File: src/rtl/instr_encoder.sv
// -----------------------------------------------------------------------------
// instr_encoder
//
// Packs RV32I instruction fields into 32-bit instruction words. It is the
// reverse of the decode path and feeds the debug/boot injection port of the
// fetch mux. The LI pseudo-op is expanded into LUI+ADDI, or a single word
// when one instruction is enough.
//
// Handshake (both sides): a transfer happens on a rising clk edge where
// valid && ready are both high. The producer holds valid and its payload
// stable until that transfer. The output payload (out_instr/out_last) is held
// stable while out_valid && !out_ready.
//
// Optional feature: define INSTR_ENCODER_CHECK_EN to reject requests whose
// immediate does not fit its format, and requests with the reserved fmt=7.
// A rejected request is still consumed and err_imm pulses on the next cycle.
// Without the macro there are no checks: err_imm is tied to 0, immediate bits
// that do not fit are dropped, and fmt=7 is encoded as an I-type word.
//
// Ports
//   clk, reset             clock; asynchronous active-high reset
//   req_valid/req_ready    request handshake
//   req_fmt                0=R 1=I 2=S 3=B 4=U 5=J 6=LI 7=reserved
//   req_opcode/funct3/funct7/rd/rs1/rs2/imm   instruction fields
//   out_valid/out_ready    output handshake
//   out_instr, out_last    encoded word; out_last marks the last word of a request
//   err_imm                one-cycle pulse when a request is rejected
//   count                  number of words emitted (wraps)
//   state_dbg              FSM state (0=IDLE, 1=EMIT2)
// -----------------------------------------------------------------------------
module instr_encoder #(
    parameter int COUNT_W = 16
) (
    input  logic               clk,
    input  logic               reset,
    input  logic               req_valid,
    output logic               req_ready,
    input  logic [2:0]         req_fmt,
    input  logic [6:0]         req_opcode,
    input  logic [2:0]         req_funct3,
    input  logic [6:0]         req_funct7,
    input  logic [4:0]         req_rd,
    input  logic [4:0]         req_rs1,
    input  logic [4:0]         req_rs2,
    input  logic [31:0]        req_imm,
    output logic               out_valid,
    input  logic               out_ready,
    output logic [31:0]        out_instr,
    output logic               out_last,
    output logic               err_imm,
    output logic [COUNT_W-1:0] count,
    output logic               state_dbg
);
    localparam logic [2:0] FMT_R  = 3'd0;
    localparam logic [2:0] FMT_I  = 3'd1;
    localparam logic [2:0] FMT_S  = 3'd2;
    localparam logic [2:0] FMT_B  = 3'd3;
    localparam logic [2:0] FMT_U  = 3'd4;
    localparam logic [2:0] FMT_J  = 3'd5;
    localparam logic [2:0] FMT_LI = 3'd6;

    localparam logic [6:0] OP_IMM = 7'h13;
    localparam logic [6:0] OP_LUI = 7'h37;

    typedef enum logic {IDLE = 1'b0, EMIT2 = 1'b1} state_t;

    state_t      state, state_next;
    logic        load_ok, accept, reject, load_new, load_addi;
    logic [31:0] enc_word, addi_word;
    logic        enc_last, enc_two;
    logic        fits12, fits13, fits21;
    logic [19:0] li_hi;

    // An immediate fits in n signed bits when bits [31:n-1] are all equal.
    assign fits12 = (&req_imm[31:11]) | ~(|req_imm[31:11]);
    assign fits13 = (&req_imm[31:12]) | ~(|req_imm[31:12]);
    assign fits21 = (&req_imm[31:20]) | ~(|req_imm[31:20]);

    // LUI value is (imm + 0x800) >> 12. Adding 0x800 carries into bit 12
    // exactly when imm[11] is set, so only the top 20 bits need an adder.
    // This rounding pre-compensates for ADDI sign-extending its low 12 bits.
    assign li_hi = req_imm[31:12] + {19'd0, req_imm[11]};

`ifdef INSTR_ENCODER_CHECK_EN
    always_comb begin
        reject = 1'b0;
        case (req_fmt)
            FMT_I, FMT_S: reject = !fits12;
            FMT_B:        reject = !fits13 || req_imm[0];
            FMT_J:        reject = !fits21 || req_imm[0];
            FMT_U:        reject = |req_imm[11:0];
            3'd7:         reject = 1'b1;
            default:      reject = 1'b0;
        endcase
    end

    always_ff @(posedge clk or posedge reset) begin
        if (reset) err_imm <= 1'b0;
        else       err_imm <= accept && reject;
    end
`else
    assign reject  = 1'b0;
    assign err_imm = 1'b0;
`endif

    // Encoder for the word produced when a request is accepted.
    always_comb begin
        enc_word = '0;
        enc_last = 1'b1;
        enc_two  = 1'b0;
        case (req_fmt)
            FMT_R: enc_word = {req_funct7, req_rs2, req_rs1, req_funct3, req_rd, req_opcode};
            FMT_S: enc_word = {req_imm[11:5], req_rs2, req_rs1, req_funct3, req_imm[4:0], req_opcode};
            FMT_B: enc_word = {req_imm[12], req_imm[10:5], req_rs2, req_rs1, req_funct3,
                               req_imm[4:1], req_imm[11], req_opcode};
            FMT_U: enc_word = {req_imm[31:12], req_rd, req_opcode};
            FMT_J: enc_word = {req_imm[20], req_imm[10:1], req_imm[11], req_imm[19:12],
                               req_rd, req_opcode};
            FMT_LI: begin
                if (fits12) begin
                    enc_word = {req_imm[11:0], 5'd0, 3'b000, req_rd, OP_IMM};
                end else begin
                    enc_word = {li_hi, req_rd, OP_LUI};
                    // A zero low part makes the ADDI a no-op, so the LUI stands alone.
                    enc_two  = |req_imm[11:0];
                    enc_last = ~enc_two;
                end
            end
            // FMT_I, and the reserved code when it is not rejected.
            default: enc_word = {req_imm[11:0], req_rs1, req_funct3, req_rd, req_opcode};
        endcase
    end

    assign load_ok   = !out_valid || out_ready;
    assign accept    = req_valid && req_ready;
    assign load_new  = accept && !reject;
    assign load_addi = (state == EMIT2) && load_ok;

    // FSM: state register
    always_ff @(posedge clk or posedge reset) begin
        if (reset) state <= IDLE;
        else       state <= state_next;
    end

    // FSM: next state
    always_comb begin
        state_next = state;
        case (state)
            IDLE:    if (load_new && enc_two) state_next = EMIT2;
            EMIT2:   if (load_ok)             state_next = IDLE;
            default: state_next = IDLE;
        endcase
    end

    // FSM: outputs
    always_comb begin
        req_ready = (state == IDLE) && load_ok;
        state_dbg = (state == EMIT2);
    end

    // Output stage, pending ADDI of a two-word LI, and emitted-word counter.
    always_ff @(posedge clk or posedge reset) begin
        if (reset) begin
            out_valid <= 1'b0;
            out_instr <= '0;
            out_last  <= 1'b0;
            addi_word <= '0;
            count     <= '0;
        end else begin
            if (load_new) begin
                out_valid <= 1'b1;
                out_instr <= enc_word;
                out_last  <= enc_last;
            end else if (load_addi) begin
                out_valid <= 1'b1;
                out_instr <= addi_word;
                out_last  <= 1'b1;
            end else if (out_ready) begin
                out_valid <= 1'b0;
            end
            if (load_new && enc_two)
                addi_word <= {req_imm[11:0], req_rd, 3'b000, req_rd, OP_IMM};
            if (out_valid && out_ready)
                count <= count + COUNT_W'(1);
        end
    end
endmodule

File: config.mk
export PLATFORM = sky130hd
export DESIGN_NAME = instr_encoder
export DESIGN_NICKNAME = d
export VERILOG_FILES = /design/src/rtl/instr_encoder.sv
export SDC_FILE = /design/constraint.sdc
export NUM_CORES = 1
export LEC_CHECK = 0
export ABC_AREA = 1
export BUFFER_PORTS_ARGS = -buffer_cell sky130_fd_sc_hd__clkbuf_2
export CAP_MARGIN = 30
export CORE_ASPECT_RATIO = 0.75
export CORE_MARGIN = 8
export CORE_UTILIZATION = 54
export CTS_CLUSTER_SIZE = 28
export DETAILED_ROUTE_END_ITERATION = 6
export PLACE_DENSITY_LB_ADDON = 0.12
export SLEW_MARGIN = 30
export SYNTH_ARGS = -nofsm -noshare
export SYNTH_HDL_FRONTEND = slang
export SYNTH_SLANG_ARGS = --single-unit
File: constraint.sdc
create_clock -name clk -period 2.9 [get_ports clk]
set_input_delay 0.87 -clock clk [delete_from_list [all_inputs] [get_ports clk]]
set_output_delay 0.87 -clock clk [all_outputs]
set_load 0.05 [all_outputs]
== Word-level counts from Yosys, hierarchy flattened ==
Index checks and enable logic that the tools add are counted.

* Register bits: 76
* Word-level logic and storage cells: 46

* Reductions and logical operators: 13
* Add/sub/neg operators: 2
* Bitwise logic cells: 4
* Eq/ne operators: 5
* Multiplexer cells: 16

{| class="wikitable"
|+ Operator list
! operator !! number
|-
| one-hot mux 32 bit (6 select lines) || 1
|-
| two-way mux 32 bit || 3
|-
| AND reduction 21 bit || 1
|-
| OR reduction 21 bit || 1
|-
| adder 20 x 1 -> 20 bit || 1
|-
| adder 16 x 1 -> 16 bit (second input constant) || 1
|-
| OR reduction 12 bit || 1
|-
| two-way mux 1 bit || 11
|-
| equality test 3 bit (second input constant) || 3
|-
| equality test 3 x 2 -> 1 bit (second input constant) || 2
|-
| logical AND 1 bit || 5
|-
| logical NOT 3 bit || 1
|-
| NOT 1 bit || 3
|-
| nonzero test 3 bit || 1
|-
| one-hot mux 1 bit (2 select lines) || 1
|-
| nonzero test 2 bit || 1
|-
| logical NOT 1 bit || 1
|-
| logical OR 1 bit || 1
|-
| bitwise OR 1 bit || 1
|}

== Depth between registers and ports, before layout ==
* Depth in word-level cells: 8
* Mapped depth: 14
* Depth with buffers taken out: 13

== Worst setup path after synthesis ==
Ideal clock, no wire load.

* Path type: input to register
* From: in out_ready
* To: reg out_instr[2]
* Required time: 2776 ps
* Slack: 530 ps
* Cell stages on the path: 9
* Data arrival time: 2246 ps
* Buffers on the path: 2
* Setup time: 124 ps
* Cells stage by stage: nor2_1 > nor2_2 > nand2_2 > o21ai_2 > inv_2 > buf_2 > buf_6 > a32oi_1 > nand2_1

* Longest elaborated chain between the ends: 4

{| class="wikitable"
|+ Ends and longest elaborated chain
! element !! line !! source
|-
| start: declaration || 47 || <nowiki>input logic out_ready,</nowiki>
|-
| logical OR 1 bit (*) || 134 || <nowiki>assign load_ok = !out_valid || out_ready;</nowiki>
|-
| logical AND 1 bit (*) || 157 || <nowiki>req_ready = (state == IDLE) && load_ok;</nowiki>
|-
| via req_ready || 37 || <nowiki>output logic req_ready,</nowiki>
|-
| logical AND 1 bit (*) || 135 || <nowiki>assign accept = req_valid && req_ready;</nowiki>
|-
| two-way mux 32 bit or nonzero test 2 bit (tied branches) || - ||
|-
| end signal: assignment || 172 || <nowiki>out_instr <= enc_word;</nowiki>
|-
| end signal: assignment || 176 || <nowiki>out_instr <= addi_word;</nowiki>
|-
| end: declaration || 48 || <nowiki>output logic [31:0] out_instr,</nowiki>
|}

The timed path passes the listed nets; every way through them passes the cells marked *.
A chain may end at the register's enable or synchronous reset.

== Final worst setup path ==
* From: in out_ready
* To: out req_ready

* Longest elaborated chain between the ends: 2

{| class="wikitable"
|+ Ends and longest elaborated chain
! element !! line
|-
| logical OR 1 bit || 134
|-
| logical AND 1 bit || 157
|-
| end: declaration || 37
|}

Every way passes these cells.

==> results.yml <==
sta:
  fin_crit_sh_pct: 85.33
  min_period_ns: 2.475
  rsz0062_at_grt: "no"
  maxSlewHeadroom_pct: 54.23
  worst_pin_slew_ns: 0.6829
  drv_slew: 0
  finalHoldViolations: 0
  setup-tns-final_ns: 0
  setup_violations: 0
  fmax_mhz: 404.1
  skew_ns: 0.003684
synth:
  synth.distinct_cells: 47
  ys_top_cells_by_count: "nand2_1, nor2_1, dfrtp_1"
  yosys.area.top_type: "dfrtp_1"
  synth_area_sq_um: 4737
  synthTopCellsByArea: "dfrtp_1, nand2_1, nor2_1"
  synth_edf_count: 0
  yosys_register_bits: 69
  synth-seq-area-share_pct: 36.45
  synth_top_area_share_pct: 36.45
  synth_fp_nets: 721
  ys.warnings.count: 0
  synth-main-ff-cell: "dfrtp_1"
  ys_async_sr_fraction_pct: 100.0
  synth_cells: 646
  synth_most_common_cell: "nand2_1"
  syn_area_per_cell_sq_um: 7.333
layout:
  fill_cells: 727
  final_nets: 839
  drive_gt1_share_pct: 27.12
  area_growth_syn_to_layout_pct: 19.97
  antenna_cells: 0
setup_path:
  cp-start-kind: "input pin"
  endpoint_kind: "output port"
  slowest_stage: "nor2_1"
  timing.critical_path.buf_inv: 2
  crit_chain: "clkbuf_2 -> nor2_1 -> nor2_2 -> clkbuf_2"
  crit_type: "in -> out"
  arrival_ns: 1.60
  worstPathRequired_ns: 2.03
  crit_family: "simple AND/OR/NAND/NOR gates"
  critPathMaxStageDelay_ns: 0.30
  crit_top_cell: "clkbuf_2"
  cp_max_fo: 3
detailed_routing:
  wl_per_cell_microns: 19.03
  drt_iter0_markers: 554
  drt_first_pass_iters: 5
  routed_wl_microns: 16660
  ant_nets: 0
  drc: 0
  vias: 5056
  avgViaCountPerCell: 5.778
pwr:
  ir_drop_uv: 631.1
  p_leak_nw: 2.903
  total_power_mw: 3.803
  p_per_area_nw_per_um2: 669.2
clocking:
  cts_tree: "built"
  clockBufferDepth: 2
  post_cts_buffers: 0
  clockRootBuffer: "clkbuf_16"
  numClockSinks: 69
  cts_resized: 0
  numCtsBuffers: 9
  holdBufCountCts: 0
  clk_pin_slew_worst_paths_ns: 0.05
  clk_latency_ns: 0.33
  cts-htree-levels: 3
floorplan:
  num_rows: 29
  dieArea_sq_um: 12060
  fp.dieH_microns: 97.11
  core_area_sq_um: 8491
  io_pins: 124
  start_util_pct: 55.79
  die_width_microns: 124.2
global_route:
  antenna_found_initial: 0
  grt_pass1_wl_microns: 26520
  grt_remaining_overflow: 0
  grt_pass1_vias: 4926
  track_usage_pct: 28.15
  grt_max_degree: 45
job:
  max_cap_viol_count: 0
outcome:
  status: "completed"
placed_design:
  gp_congestion: 0.9860
  portBuffers: 122
  hpwl_microns: 13010
worst_hold_path:
  hp-class: "reg -> reg"
## cell families after synthesis
kind of cell | count (synthesis) | share of synthesized area (%)
AOI/OAI and AO/OA | 122 | 16.11
xor gates and xnor gates | 25 | 4.622
other | 1 | 0.07916
DFF | 69 | 36.45
buffers and inverters | 104 | 9.931
and+or+nand+nor | 321 | 31.75
adders and majority gates | 4 | 1.057
## power breakdown
part	total [mW]	internal [mW]	switching [mW]
logic	1.41	0.354	1.06
registers	1.34	1.17	0.164
clock network	1.05	0.655	0.395
total	3.80	2.18	1.62
## worst register-to-register path: cells and delay by family, from the launching register on
family	cells	cell delay, ns
flip-flops	1	0.77
AO/OA/AOI/OAI	3	0.70
buffers and inverters	2	0.50
## layer usage
layer / share of wire, % / global-route usage [%] / vias to the layer above
met2: 45 / 41.54 / 293
met4: 1.7 / 7.664 / 0
met5: 0 / 0 / -
met1: 43 / 39.56 / 2384
met3: 10 / 7.259 / 34
li1: - / - / 2345
## layout by cell type, fill, tap and decap left out, types with 9 or more instances in the layout
cell,n
xnor2_1,11
nand4_1,11
dfrtp_1,69
inv_2,12
nor2_1,75
inv_1,66
nand3_1,37
clkbuf_2,122
o21ai_0,24
a21oi_1,44
xor2_1,14
nand2_1,156
clkbuf_16,9
o21ai_2,19
## cell type report
cell class,instances,area [sq um],area share (%)
sequential,69,1727,30.38
timing repair buffer,129,688.2,12.11
clock inverter,4,51.30,0.9027
inverter,82,312.8,5.504
multi-input combinational,473,2540,44.69
clock buffer,10,229.0,4.029
tap,108,135.1,2.378
## per-stage QoR
step / worst slack [ns] / instances / hold slack, ns / cell area (sq um) / util [%]
after floorplan: 0.2901 / 646 / 0.4339 / 4737 / -
after global placement: 0.2724 / 861 / 0.4583 / 5403 / 63.63
after detailed placement: 0.1887 / 861 / 0.4664 / 5403 / 63.63
after CTS: 0.4328 / 875 / 0.4821 / 5683 / 66.93
after global routing: 0.3911 / 875 / 0.4928 / 5683 / 66.93
final: 0.4254 / 875 / 0.4712 / 5683 / 66.93
## flip-flops by register name, indices dropped and copies added, names as in the netlist
name	cells
out_valid	1
out_instr	32
count	16
out_last	1
addi_word	18
state_dbg	1
## path summary, 6_finish.rpt
| path | startpoint | endpoint | slack [ns] | cells after the start |
|---|---|---|---|---|
| max | out_ready | req_ready | 0.43 | 4 |
| min in group asynchronous | reset | count[15] | 0.58 | 2 |
| min reg2reg | count[15] | count[15] | 0.47 | 1 |
| min | count[15] | count[15] | 0.47 | 1 |
| max in group asynchronous | reset | out_instr[15] | 1.68 | 3 |
| max reg2reg | state_dbg | out_instr[10] | 0.80 | 5 |
(Power assumes the default switching activity.)
